File: src/rtl/l0_seq_ctrl_if.sv
// Command, SRAM and L0 signal bundle for the L0 job sequencer.
// master: decoder/L0 side; slave: the sequencer itself.
interface l0_seq_ctrl_if #(
  parameter int addr_w = 11,
  parameter int len_w  = 7
);
  logic              start;
  logic [addr_w-1:0] base_addr;
  logic [len_w-1:0]  len;
  logic              l0_ready;
  logic              sram_cen;
  logic              sram_wen;
  logic [addr_w-1:0] sram_addr;
  logic              l0_wr;
  logic              l0_rd;
  logic              busy;
  logic              done;
  logic              err;

  modport master (
    output start, base_addr, len, l0_ready,
    input  sram_cen, sram_wen, sram_addr,
    input  l0_wr, l0_rd, busy, done, err
  );

  modport slave (
    input  start, base_addr, len, l0_ready,
    output sram_cen, sram_wen, sram_addr,
    output l0_wr, l0_rd, busy, done, err
  );
endinterface

File: src/rtl/l0_seq_ctrl.sv
// L0 job sequencer: streams len vectors SRAM->L0, then holds
// l0_rd for the full row-staggered drain wave.
module l0_seq_ctrl #(
  parameter int row    = 8,
  parameter int depth  = 64,
  parameter int addr_w = 11,
  parameter int len_w  = 7
) (
  input logic clk,
  input logic reset,
  l0_seq_ctrl_if.slave bus
);

  localparam int cw = len_w + 1;

  typedef enum logic [2:0] {
    IDLE, LOAD, FLUSH, DRAIN, DONE
  } state_t;

  state_t state, nxt;

  logic [cw-1:0]     len_q, len_d;
  logic [cw-1:0]     cnt_q, cnt_d;
  logic [cw-1:0]     len_in, drain_n;
  logic [addr_w-1:0] ptr_q, ptr_d;
  logic [addr_w-1:0] addr_q, addr_d;
  logic              cen_q, cen_d;
  logic              wr_q;
  logic              rd_q, rd_d;
  logic              busy_q, busy_d;
  logic              done_q, done_d;
  logic              err_q, err_d;

  assign len_in  = {1'b0, bus.len};
  assign drain_n = len_q + cw'(row - 1);

  always_comb begin
    nxt    = state;
    len_d  = len_q;
    cnt_d  = cnt_q;
    ptr_d  = ptr_q;
    addr_d = addr_q;
    cen_d  = 1'b1;
    rd_d   = 1'b0;
    busy_d = 1'b0;
    err_d  = 1'b0;
    unique case (state)
      IDLE: begin
        if (bus.start) begin
          if (len_in == '0) begin
            nxt    = DONE;
            busy_d = 1'b1;
          end else if (len_in > cw'(depth)) begin
            err_d = 1'b1;
          end else begin
            nxt   = LOAD;
            len_d = len_in;
            cnt_d = '0;
            ptr_d = bus.base_addr;
            if (bus.l0_ready) begin
              cen_d  = 1'b0;
              addr_d = bus.base_addr;
              ptr_d  = bus.base_addr + 1'b1;
              cnt_d  = cw'(1);
            end
          end
        end
      end
      LOAD: begin
        if (cnt_q == len_q) begin
          nxt = FLUSH;
        end else if (bus.l0_ready) begin
          cen_d  = 1'b0;
          addr_d = ptr_q;
          ptr_d  = ptr_q + 1'b1;
          cnt_d  = cnt_q + 1'b1;
        end
      end
      FLUSH: begin
        nxt   = DRAIN;
        rd_d  = 1'b1;
        cnt_d = cw'(1);
      end
      DRAIN: begin
        // l0_rd must stay high for the whole wave
        if (cnt_q == drain_n) begin
          nxt = DONE;
        end else begin
          rd_d  = 1'b1;
          cnt_d = cnt_q + 1'b1;
        end
      end
      DONE: begin
        nxt   = IDLE;
        cnt_d = '0;
      end
      default: nxt = IDLE;
    endcase
    if (nxt == LOAD || nxt == FLUSH || nxt == DRAIN)
      busy_d = 1'b1;
    done_d = (nxt == DONE);
  end

  always_ff @(posedge clk) begin
    if (reset) begin
      state  <= IDLE;
      len_q  <= '0;
      cnt_q  <= '0;
      ptr_q  <= '0;
      addr_q <= '0;
      cen_q  <= 1'b1;
      wr_q   <= 1'b0;
      rd_q   <= 1'b0;
      busy_q <= 1'b0;
      done_q <= 1'b0;
      err_q  <= 1'b0;
    end else begin
      state  <= nxt;
      len_q  <= len_d;
      cnt_q  <= cnt_d;
      ptr_q  <= ptr_d;
      addr_q <= addr_d;
      cen_q  <= cen_d;
      wr_q   <= ~cen_q;
      rd_q   <= rd_d;
      busy_q <= busy_d;
      done_q <= done_d;
      err_q  <= err_d;
    end
  end

  assign bus.sram_cen  = cen_q;
  assign bus.sram_wen  = 1'b1;
  assign bus.sram_addr = addr_q;
  assign bus.l0_wr     = wr_q;
  assign bus.l0_rd     = rd_q;
  assign bus.busy      = busy_q;
  assign bus.done      = done_q;
  assign bus.err       = err_q;

endmodule
File: src/flat_wrapper.sv
// flat-port wrapper written by rule: the top's interface ports become plain ports
module l0_seq_ctrl_flat 
#(
  parameter int row    = 8,
  parameter int depth  = 64,
  parameter int addr_w = 11,
  parameter int len_w  = 7
)
  (clk, reset, bus_start, bus_base_addr, bus_len, bus_l0_ready, bus_sram_cen, bus_sram_wen, bus_sram_addr, bus_l0_wr, bus_l0_rd, bus_busy, bus_done, bus_err);
  l0_seq_ctrl_if #(.addr_w(addr_w), .len_w(len_w)) bus_i ();
  input logic clk;
  input logic reset;
  input wire logic [$bits(bus_i.start)-1:0] bus_start;
  input wire logic [$bits(bus_i.base_addr)-1:0] bus_base_addr;
  input wire logic [$bits(bus_i.len)-1:0] bus_len;
  input wire logic [$bits(bus_i.l0_ready)-1:0] bus_l0_ready;
  output wire logic [$bits(bus_i.sram_cen)-1:0] bus_sram_cen;
  output wire logic [$bits(bus_i.sram_wen)-1:0] bus_sram_wen;
  output wire logic [$bits(bus_i.sram_addr)-1:0] bus_sram_addr;
  output wire logic [$bits(bus_i.l0_wr)-1:0] bus_l0_wr;
  output wire logic [$bits(bus_i.l0_rd)-1:0] bus_l0_rd;
  output wire logic [$bits(bus_i.busy)-1:0] bus_busy;
  output wire logic [$bits(bus_i.done)-1:0] bus_done;
  output wire logic [$bits(bus_i.err)-1:0] bus_err;
  assign bus_i.start = bus_start;
  assign bus_i.base_addr = bus_base_addr;
  assign bus_i.len = bus_len;
  assign bus_i.l0_ready = bus_l0_ready;
  assign bus_sram_cen = bus_i.sram_cen;
  assign bus_sram_wen = bus_i.sram_wen;
  assign bus_sram_addr = bus_i.sram_addr;
  assign bus_l0_wr = bus_i.l0_wr;
  assign bus_l0_rd = bus_i.l0_rd;
  assign bus_busy = bus_i.busy;
  assign bus_done = bus_i.done;
  assign bus_err = bus_i.err;
  l0_seq_ctrl #(.row(row), .depth(depth), .addr_w(addr_w), .len_w(len_w)) u_core (.clk(clk), .reset(reset), .bus(bus_i));
endmodule
File: config.mk
export PLATFORM = sky130hd
export DESIGN_NAME = l0_seq_ctrl_flat
export DESIGN_NICKNAME = d
export VERILOG_FILES = /design/src/rtl/l0_seq_ctrl_if.sv /design/src/rtl/l0_seq_ctrl.sv /design/src/flat_wrapper.sv
export SDC_FILE = /design/constraint.sdc
export NUM_CORES = 1
export LEC_CHECK = 0
export BUFFER_PORTS_ARGS = -buffer_cell sky130_fd_sc_hd__buf_2
export CAP_MARGIN = 0
export CORE_ASPECT_RATIO = 0.5
export CORE_MARGIN = 10
export CORE_UTILIZATION = 40
export CTS_CLUSTER_DIAMETER = 40
export CTS_CLUSTER_SIZE = 24
export DETAILED_ROUTE_END_ITERATION = 12
export SLEW_MARGIN = 20
export SYNTH_ARGS = -nofsm -noshare
export SYNTH_HDL_FRONTEND = slang
export SYNTH_SLANG_ARGS = --single-unit
File: constraint.sdc
create_clock -name clk -period 4.16 [get_ports clk]
set_input_delay 0.416 -clock clk [delete_from_list [all_inputs] [get_ports clk]]
set_output_delay 0.416 -clock clk [all_outputs]
set_load 0.03 [all_outputs]
# Yosys cells after proc, flatten, opt, wreduce, memory -nomap -nowiden
# Cells that the tools add are included.
[totals]
output_inout_bits = 18
word_cells = 90
ff_bits = 46
input_bits = 22
[classes]
add_sub_neg = 4
magnitude_cmp = 1
bitwise_logic = 5
eq_ne = 17
reduce_logical = 11
n_mux = 41
[op_table]
columns = ["op", "count"]
rows = [
  ["11-bit two-way mux", 12],
  ["8-bit two-way mux", 6],
  ["11-bit case mux with 2 select lines", 2],
  ["8-bit case mux with 5 select lines", 1],
  ["11-bit by 1-bit adder with 11-bit output (second input constant)", 2],
  ["3-bit two-way mux", 5],
  ["2-bit != test (second input constant)", 7],
  ["7-bit AND reduction", 2],
  ["3-bit by 2-bit == test with 1-bit output (second input constant)", 4],
  ["1-bit two-way mux", 12],
  ["3-bit case mux with 4 select lines", 1],
  ["7-bit by 3-bit adder with 8-bit output (second input constant)", 1],
  ["8-bit by 1-bit adder with 8-bit output (second input constant)", 1],
  ["8-bit by 7-bit == test with 1-bit output", 1],
  ["8-bit == test", 1],
  ["8-bit zero test", 1],
  ["7-bit greater-than comparator (second input constant)", 1],
  ["3-bit by 1-bit == test with 1-bit output (second input constant)", 2],
  ["3-bit == test (second input constant)", 2],
  ["6-bit AND reduction", 1],
  ["1-bit inverter", 5],
  ["5-bit nonzero test", 1],
  ["1-bit case mux with 2 select lines", 2],
  ["4-bit AND reduction", 1],
  ["other kinds (4)", 5],
]

# Depth between registers and ports, before layout
# Gate-level depths: netlist of the first run.
[depth]
ltp_word = 9
ltp_mapped = 10
ltp_nobuf = 9

# Worst setup path before layout of the first run
# OpenSTA, ideal clock, no wires.
[synth_timing]
kind = "input to register"
start = "in bus_len[0]"
end = "reg u_core.cnt_q[7]"
setup_time_ps = 71
arrival_ps = 2426
path_stages = 7
required_ps = 4089
setup_slack_ps = 1663
cell_sequence = "or4_4 o31a_4 o41ai_2 a21o_2 o211ai_4 or4_1 a21oi_1"
[synth_between]
elab_chain_len = 3
word_cells_on_any_way = 5
cone_classes = "order compare: 1; eq/ne: 2; reduce/logical: 2"
[synth_lines]
columns = ["element", "line", "text"]
rows = [
  ["start: declaration", "flat_wrapper.sv:15", "input wire logic [$bits(bus_i.len)-1:0] bus_len;"],
  ["7-bit greater-than comparator or 8-bit zero test (tied branches)", "l0_seq_ctrl.sv:53, l0_seq_ctrl.sv:50", ""],
  ["2-bit != test (no line)", "-", ""],
  ["7-bit AND reduction (no line) *", "-", ""],
  ["end signal: assignment", "l0_seq_ctrl.sv:120", "cnt_q <= cnt_d;"],
  ["end: declaration", "l0_seq_ctrl.sv:23", "logic [cw-1:0] cnt_q, cnt_d;"],
]
# Mark *: on every way between the ends. The rest lies on a longest branch, timed or not.
# A chain may end at the register's enable or synchronous reset.

# Final worst setup path of the first run
[layout_timing]
start = "in bus_len[0]"
end = "reg u_core.ptr_q[8]"
[layout_between]
elab_chain_len = 3
word_cells_on_any_way = 5
cone_classes = "order compare: 1; eq/ne: 2; reduce/logical: 2"
[layout_lines]
columns = ["element", "line", "text"]
rows = [
  ["7-bit greater-than comparator or 8-bit zero test (tied branches)", "l0_seq_ctrl.sv:53, l0_seq_ctrl.sv:50", ""],
  ["2-bit != test (no line)", "-", ""],
  ["6-bit AND reduction (no line) *", "-", ""],
  ["end signal: assignment", "l0_seq_ctrl.sv:121", "ptr_q <= ptr_d;"],
  ["end: declaration", "l0_seq_ctrl.sv:25", "logic [addr_w-1:0] ptr_q, ptr_d;"],
]
# Marks and branches as above.

==> impl_metrics.yaml, run 1 <==
run_status:
  status: "finished, final reports clean"
die:
  dieHeight_um: 78.49
  dieArea_mm2: 0.01075
  die-width_um: 137.0
  start_util: 0.4100
  ios: 40
  core_area_mm2: 0.006674
  num_rows: 21
finish:
  area_delta_synth_final_pct: 12.48
  final_area_mm2: 0.003078
  fill_cells: 700
  nets: 399
  utilization: 0.4612
  diodes: 0
  drive_above_1_share: 0.1524
power:
  p_leak_nw: 1.200
  p_per_area_mw_per_mm2: 421.6
  clock_power_share: 0.355
  p_int_uw: 874.1
  power.total_mw: 1.298
  power.share.switching: 0.3263
  power.switching_uw: 423.5
  p_comb_frac: 0.243
  peakVddDrop_uv: 147.8
  seqPwrFrac: 0.402
clocking:
  root_buffer: "clkbuf_16"
  cts_made_buffers: 5
  htreeDepth: 2
  max-clock-path-buffers: 2
  cts_setup_buffers: 0
  post_cts_resized: 0
  clk_pin_slew_worst_paths_ns: 0.07
  hold_buffers: 0
  cts_tree: "yes"
  clock_latency_ns: 0.29
  clock-sinks: 46
worst_setup_path:
  crit_path_end: "u_core.ptr_q[8]"
  cp.required_ns: 4.31
  start_kind: "input pin"
  rr_startpoint: "u_core.len_q[1]"
  reg2reg_depth: 9
  critPathArrivalTime_ns: 2.90
  critPathKind: "in2reg"
  critical_path.endpoint_type: "flip-flop"
  timing.rr.end: "u_core.cnt_q[7]"
  cp_max_fo: 21
  cp-startpoint: "bus_len[0]"
  rrSetupSlack_ns: 1.61
placement:
  dpl_cell_area_mm2: 0.002908
  portBuffers: 38
  place.gp.congestion: 0.8251
  dpl.hpwl_um: 4972
job:
  max_cap_viol_count: 0
grt:
  grt_antenna_before_repair: 0
  grt_usage: 0.1228
  overflow: 0
  grt_pass1_vias: 2394
  grt_max_degree: 48
  grt_pass1_wl_um: 10960
routing:
  m1WireLength_um: 3032
  routed-wl-met3_um: 290
  routed.top_layer: "met4"
  dr.pass1.iters: 4
  wl_met2_um: 3360
  vias: 2515
  vias_per_cell: 5.397
  drtIter0Drc: 166
  drc_errors: 0
  wl_per_cell_um: 14.50
  ant_nets: 0
  routed_wl_um: 6759
sta:
  period_share: 0.6621
  slew_violations: 0
  period_needed_ns: 2.754
  tns_ns: 0
  rsz0062_at_grt: "false"
  final.setup_skew_ns: 0.004515
  slew_headroom: 0.4189
  hold_viol: 0
  timing.fmax_mhz: 363.0
  finalSetupViolations: 0
  tightest_slew_ns: 0.8716
  hold_slack_ns: 0.3835
logic_synthesis:
  syn_inst: 349
  synth_cell_type_count: 56
  synth_top_area_frac: 0.3365
  synth_seq_area_share: 0.3365
  synth.avg_cell_area_um2: 7.841
  synth_edf_count: 0
  syn-num-nets: 375
  synth.most_common_cell: "nor2_1"
  synthTopCellsByCount: "50 x nor2_1, 46 x dfxtp_1, 44 x nand2_1"
  async_flop_share: 0
  synth_seq_cells: 46
  synth_area_leaders: "dfxtp_1 34%, nor2_1 6.9%, nand2_1 6.0%"
  ys_warn_count: 0
  synth_top_area_cell: "dfxtp_1"
  synthFlopType: "dfxtp_1"
  synth.cell_area_mm2: 0.002736
min_path:
  hold_path.class: "in2reg"
-- registers in the layout (all words and copies together), names as in the netlist, 3 cells and up --
name                  count
u_core.state              3
u_core.len_q              7
u_core.bus.sram_addr     11
u_core.ptr_q             11
u_core.cnt_q              8
-- layout by cell type, fill, tap and decap left out, types with 9 or more instances in the layout --
master / count
xor2_1: 12
mux2i_1: 10
xnor2_1: 9
a311oi_1: 11
a21oi_1: 22
inv_1: 9
nor2_1: 50
o21ai_0: 20
nand2_1: 44
dfxtp_1: 46
buf_2: 38
nand3_1: 14
-- per-layer routing --
metal | track usage | up-vias
li1 | - | 1286
met5 | 0 | -
met2 | 0.2161 | 34
met4 | 0.04289 | 0
met1 | 0.1413 | 1188
met3 | 0.03240 | 7
-- how the worst min path moves through the flow --
stage | end | slack, ns | cells after the start | startpoint
floorplan | u_core.bus.sram_addr[6] | 0.46 | 2 | u_core.ptr_q[6]
global placement | u_core.bus.l0_wr | 0.38 | 1 | u_core.bus.sram_cen
detailed placement | u_core.bus.l0_wr | 0.39 | 1 | u_core.bus.sram_cen
CTS | u_core.len_q[3] | 0.38 | 3 | bus_len[3]
global route | u_core.len_q[3] | 0.40 | 3 | bus_len[3]
finish | u_core.len_q[3] | 0.38 | 3 | bus_len[3]
-- critical path: stages --
cell,delay (ns)
buf_2,0.11
or4_4,0.55
o31a_4,0.32
nor4_1,0.29
o21a_1,0.68
o21ai_0,0.24
a22oi_1,0.24
nor2_1,0.06
-- cell type report --
type	instances	area [um2]	share of cell area
Multi-Input combinational cell	272	1640	0.5329
Sequential cell	46	920.9	0.2992
Timing Repair Buffer	39	197.7	0.06423
Clock buffer	5	125.1	0.04065
Tap cell	92	115.1	0.03740
Clock inverter	3	45.04	0.01463
Inverter	9	33.78	0.01098
-- per-stage QoR --
| stage | instances | setup WS (ns) |
|---|---|---|
| floorplan | 349 | 1.663 |
| global placement | 458 | 1.188 |
| detailed placement | 458 | 1.065 |
| CTS | 466 | 1.372 |
| global route | 466 | 1.124 |
| finish | 466 | 1.406 |
-- cells by family (layout without fill, tap and decap cells) --
kind of cell,after synthesis,in the layout,synth area share
xor+xnor,21,21,0.06722
buf+inv,31,56,0.06401
other cells,1,1,0.001370
compound gates,82,82,0.2007
fa+ha+maj,4,4,0.01829
simple gates,154,154,0.2753
flops,46,46,0.3365
mux,10,10,0.03658
-- power groups by stage --
| stage | sequential, mW | combinational [mW] | clock (mW) |
|---|---|---|---|
| after floorplan | 0.552 | 0.224 | 0 |
| after global placement | 0.529 | 0.306 | 0 |
| after detailed placement | 0.531 | 0.317 | 0 |
| after CTS | 0.521 | 0.318 | 0.470 |
| after global routing | 0.527 | 0.354 | 0.487 |
| final | 0.521 | 0.315 | 0.461 |
No activity file was read; power rests on OpenSTA's default activity.
==> run 2, diff against run 1 <==
- clock period: 4.16 -> 2.4 ns (I/O delays scaled with it)
==> run 2 against run 1 <==
  * Final cell count is 4.5% higher
  * Worst hold slack lost 0.17 ns
  * Combinational power rose by 100%
  * Non-clock buffer count increased by 20
  * Register-to-register slack got worse by 1.5 ns
  * Count of clock-buffer cells in the layout rose by 1
  * Critical path depth is the same
==> impl_metrics.yaml, run 2 (synthesized netlist as in run 1, its figures left out) <==
grt:
  grt_usage: 0.1318
  grt_pass1_vias: 2544
  overflow: 0
  grt_antenna_before_repair: 0
  grt_pass1_wl_um: 11890
  grt_max_degree: 48
placement:
  dpl_cell_area_mm2: 0.003068
  dp.cells: 476
  pre_cts_ws_ns: -0.1080
  dpl.hpwl_um: 5182
  place.gp.congestion: 0.8224
  portBuffers: 38
clocking:
  max-clock-path-buffers: 2
  root_buffer: "clkbuf_16"
  cts_tree: "yes"
  clock-sinks: 46
  hold_buffers: 0
  clock_latency_ns: 0.29
  clk_pin_slew_worst_paths_ns: 0.07
  cts_made_buffers: 5
  htreeDepth: 2
die:
  dieHeight_um: 78.49
  die-width_um: 137.0
  num_rows: 21
  dieArea_mm2: 0.01075
  core_area_mm2: 0.006674
  start_util: 0.4100
  ios: 40
power:
  seqPwrFrac: 0.365
  power.share.switching: 0.3058
  clock_power_share: 0.375
  p_per_area_mw_per_mm2: 739.1
  peakVddDrop_uv: 298.1
  power.total_mw: 2.473
  power.switching_uw: 756.2
  p_leak_nw: 1.342
  p_comb_frac: 0.260
  p_int_mw: 1.717
sta:
  period_needed_ns: 2.306
  period_share: 0.9608
  final.setup.worst_slack_ns: 0.09406
  final.setup_skew_ns: 0.005742
  rsz0062_at_grt: "true"
  hold_viol: 0
  timing.fmax_mhz: 433.7
  hold_slack_ns: 0.2179
  tightest_slew_ns: 0.8801
  finalSetupViolations: 0
  slew_headroom: 0.4133
  slew_violations: 0
worst_setup_path:
  critPathKind: "reg2reg"
  critical_path.endpoint_type: "flip-flop"
  cp.required_ns: 2.61
  critPathArrivalTime_ns: 2.52
  rrSetupSlack_ns: 0.09
  rr_startpoint: "u_core.len_q[2]"
  reg2reg_depth: 8
  start_kind: "flip-flop"
  cp-startpoint: "u_core.len_q[2]"
  cp_max_fo: 6
  timing.rr.end: "u_core.cnt_q[3]"
routing:
  drc_errors: 0
  dr.pass1.iters: 4
  drtIter0Drc: 167
  vias_per_cell: 5.316
  ant_nets: 0
  wl_per_cell_um: 14.92
  routed_wl_um: 7268
  vias: 2589
finish:
  nets: 420
  fill_cells: 695
  final_common_cell: "nor2_1"
  diodes: 0
  area_delta_synth_final_pct: 22.27
  final_area_mm2: 0.003346
  drive_above_1_share: 0.2203
  instances_no_fill: 487
  final_cell_mix: "50 x nor2_1, 44 x nand2_1, 44 x dfxtp_1"
min_path:
  holdCritStartpoint: "bus_len[3]"
  hold_path.class: "in2reg"
  min_path_cells: 3
  worstHoldEndpoint: "u_core.len_q[3]"
run_status:
  status: "finished, final reports clean"
job:
  max_cap_viol_count: 0
[run 2: changes by cell type in the layout (fill, tap and decap cells not counted), sizes merged]
cell	delta
buf	+20
clkinvlp	-2
bufinv	+1
clkbuf	+1
o211ai	+1
[run 2: layout make-up]
class                      instances  area (um2)  area share
tap                               92       115.1     0.03441
timing repair buffer              59       376.6      0.1126
inverter                           9       33.78     0.01010
multi-input combinational        273        1693      0.5060
clock inverter                     2       60.06     0.01795
sequential                        46       928.4      0.2775
clock buffer                       6       138.9     0.04151
[run 2: how the worst max path moves through the flow]
stage	cells past startpoint	slack (ns)	to
5_1_grt	10	-0.03	u_core.cnt_q[5]
6_report	8	0.09	u_core.cnt_q[3]
3_3_place_gp	8	-0.1	u_core.cnt_q[7]
3_5_place_dp	8	-0.11	u_core.cnt_q[6]
2_1_floorplan	7	0.08	u_core.cnt_q[7]
4_1_cts	10	0.02	u_core.cnt_q[3]
[run 2: timing repair]
| item | 4_1_cts | 5_1_grt |
|---|---|---|
| resized for setup | 0 | 13 |
| endpoints found under the setup margin | 0 | 7 |
| buffers inserted | 0 | 2 |
| hold endpoints to repair | 0 | 0 |
[run 2: power groups by stage]
stage	sequential (mW)	combinational, mW	clock (mW)
after floorplan	0.957	0.389	0
after global placement	0.914	0.604	0
after detailed placement	0.917	0.620	0
after CTS	0.900	0.623	0.951
after global routing	0.912	0.711	0.981
final	0.902	0.644	0.927
[run 2: per-layer routing]
layer	routed length (um)	share of wire	GRT usage
met5	0	0	0
met4	81	0.011	0.04812
met3	281	0.039	0.03304
met2	3533	0.49	0.2194
met1	3371	0.46	0.1615
[run 2: critical path, cell delays in order, from the launching register on]
cell	delay, ns
dfxtp_1	0.41
o311ai_2	0.39
nor2_1	0.12
xnor2_1	0.16
nand4_1	0.19
buf_4	0.15
o211ai_2	0.15
or4b_1	0.54
a21oi_1	0.13
[run 2: per-stage QoR]
step                      utilization  TNS (ns)
after floorplan                     -         0
after global placement         0.4597   -0.5811
after detailed placement       0.4597   -0.8903
after CTS                      0.4895         0
after global routing           0.5013  -0.09337
final                          0.5013         0
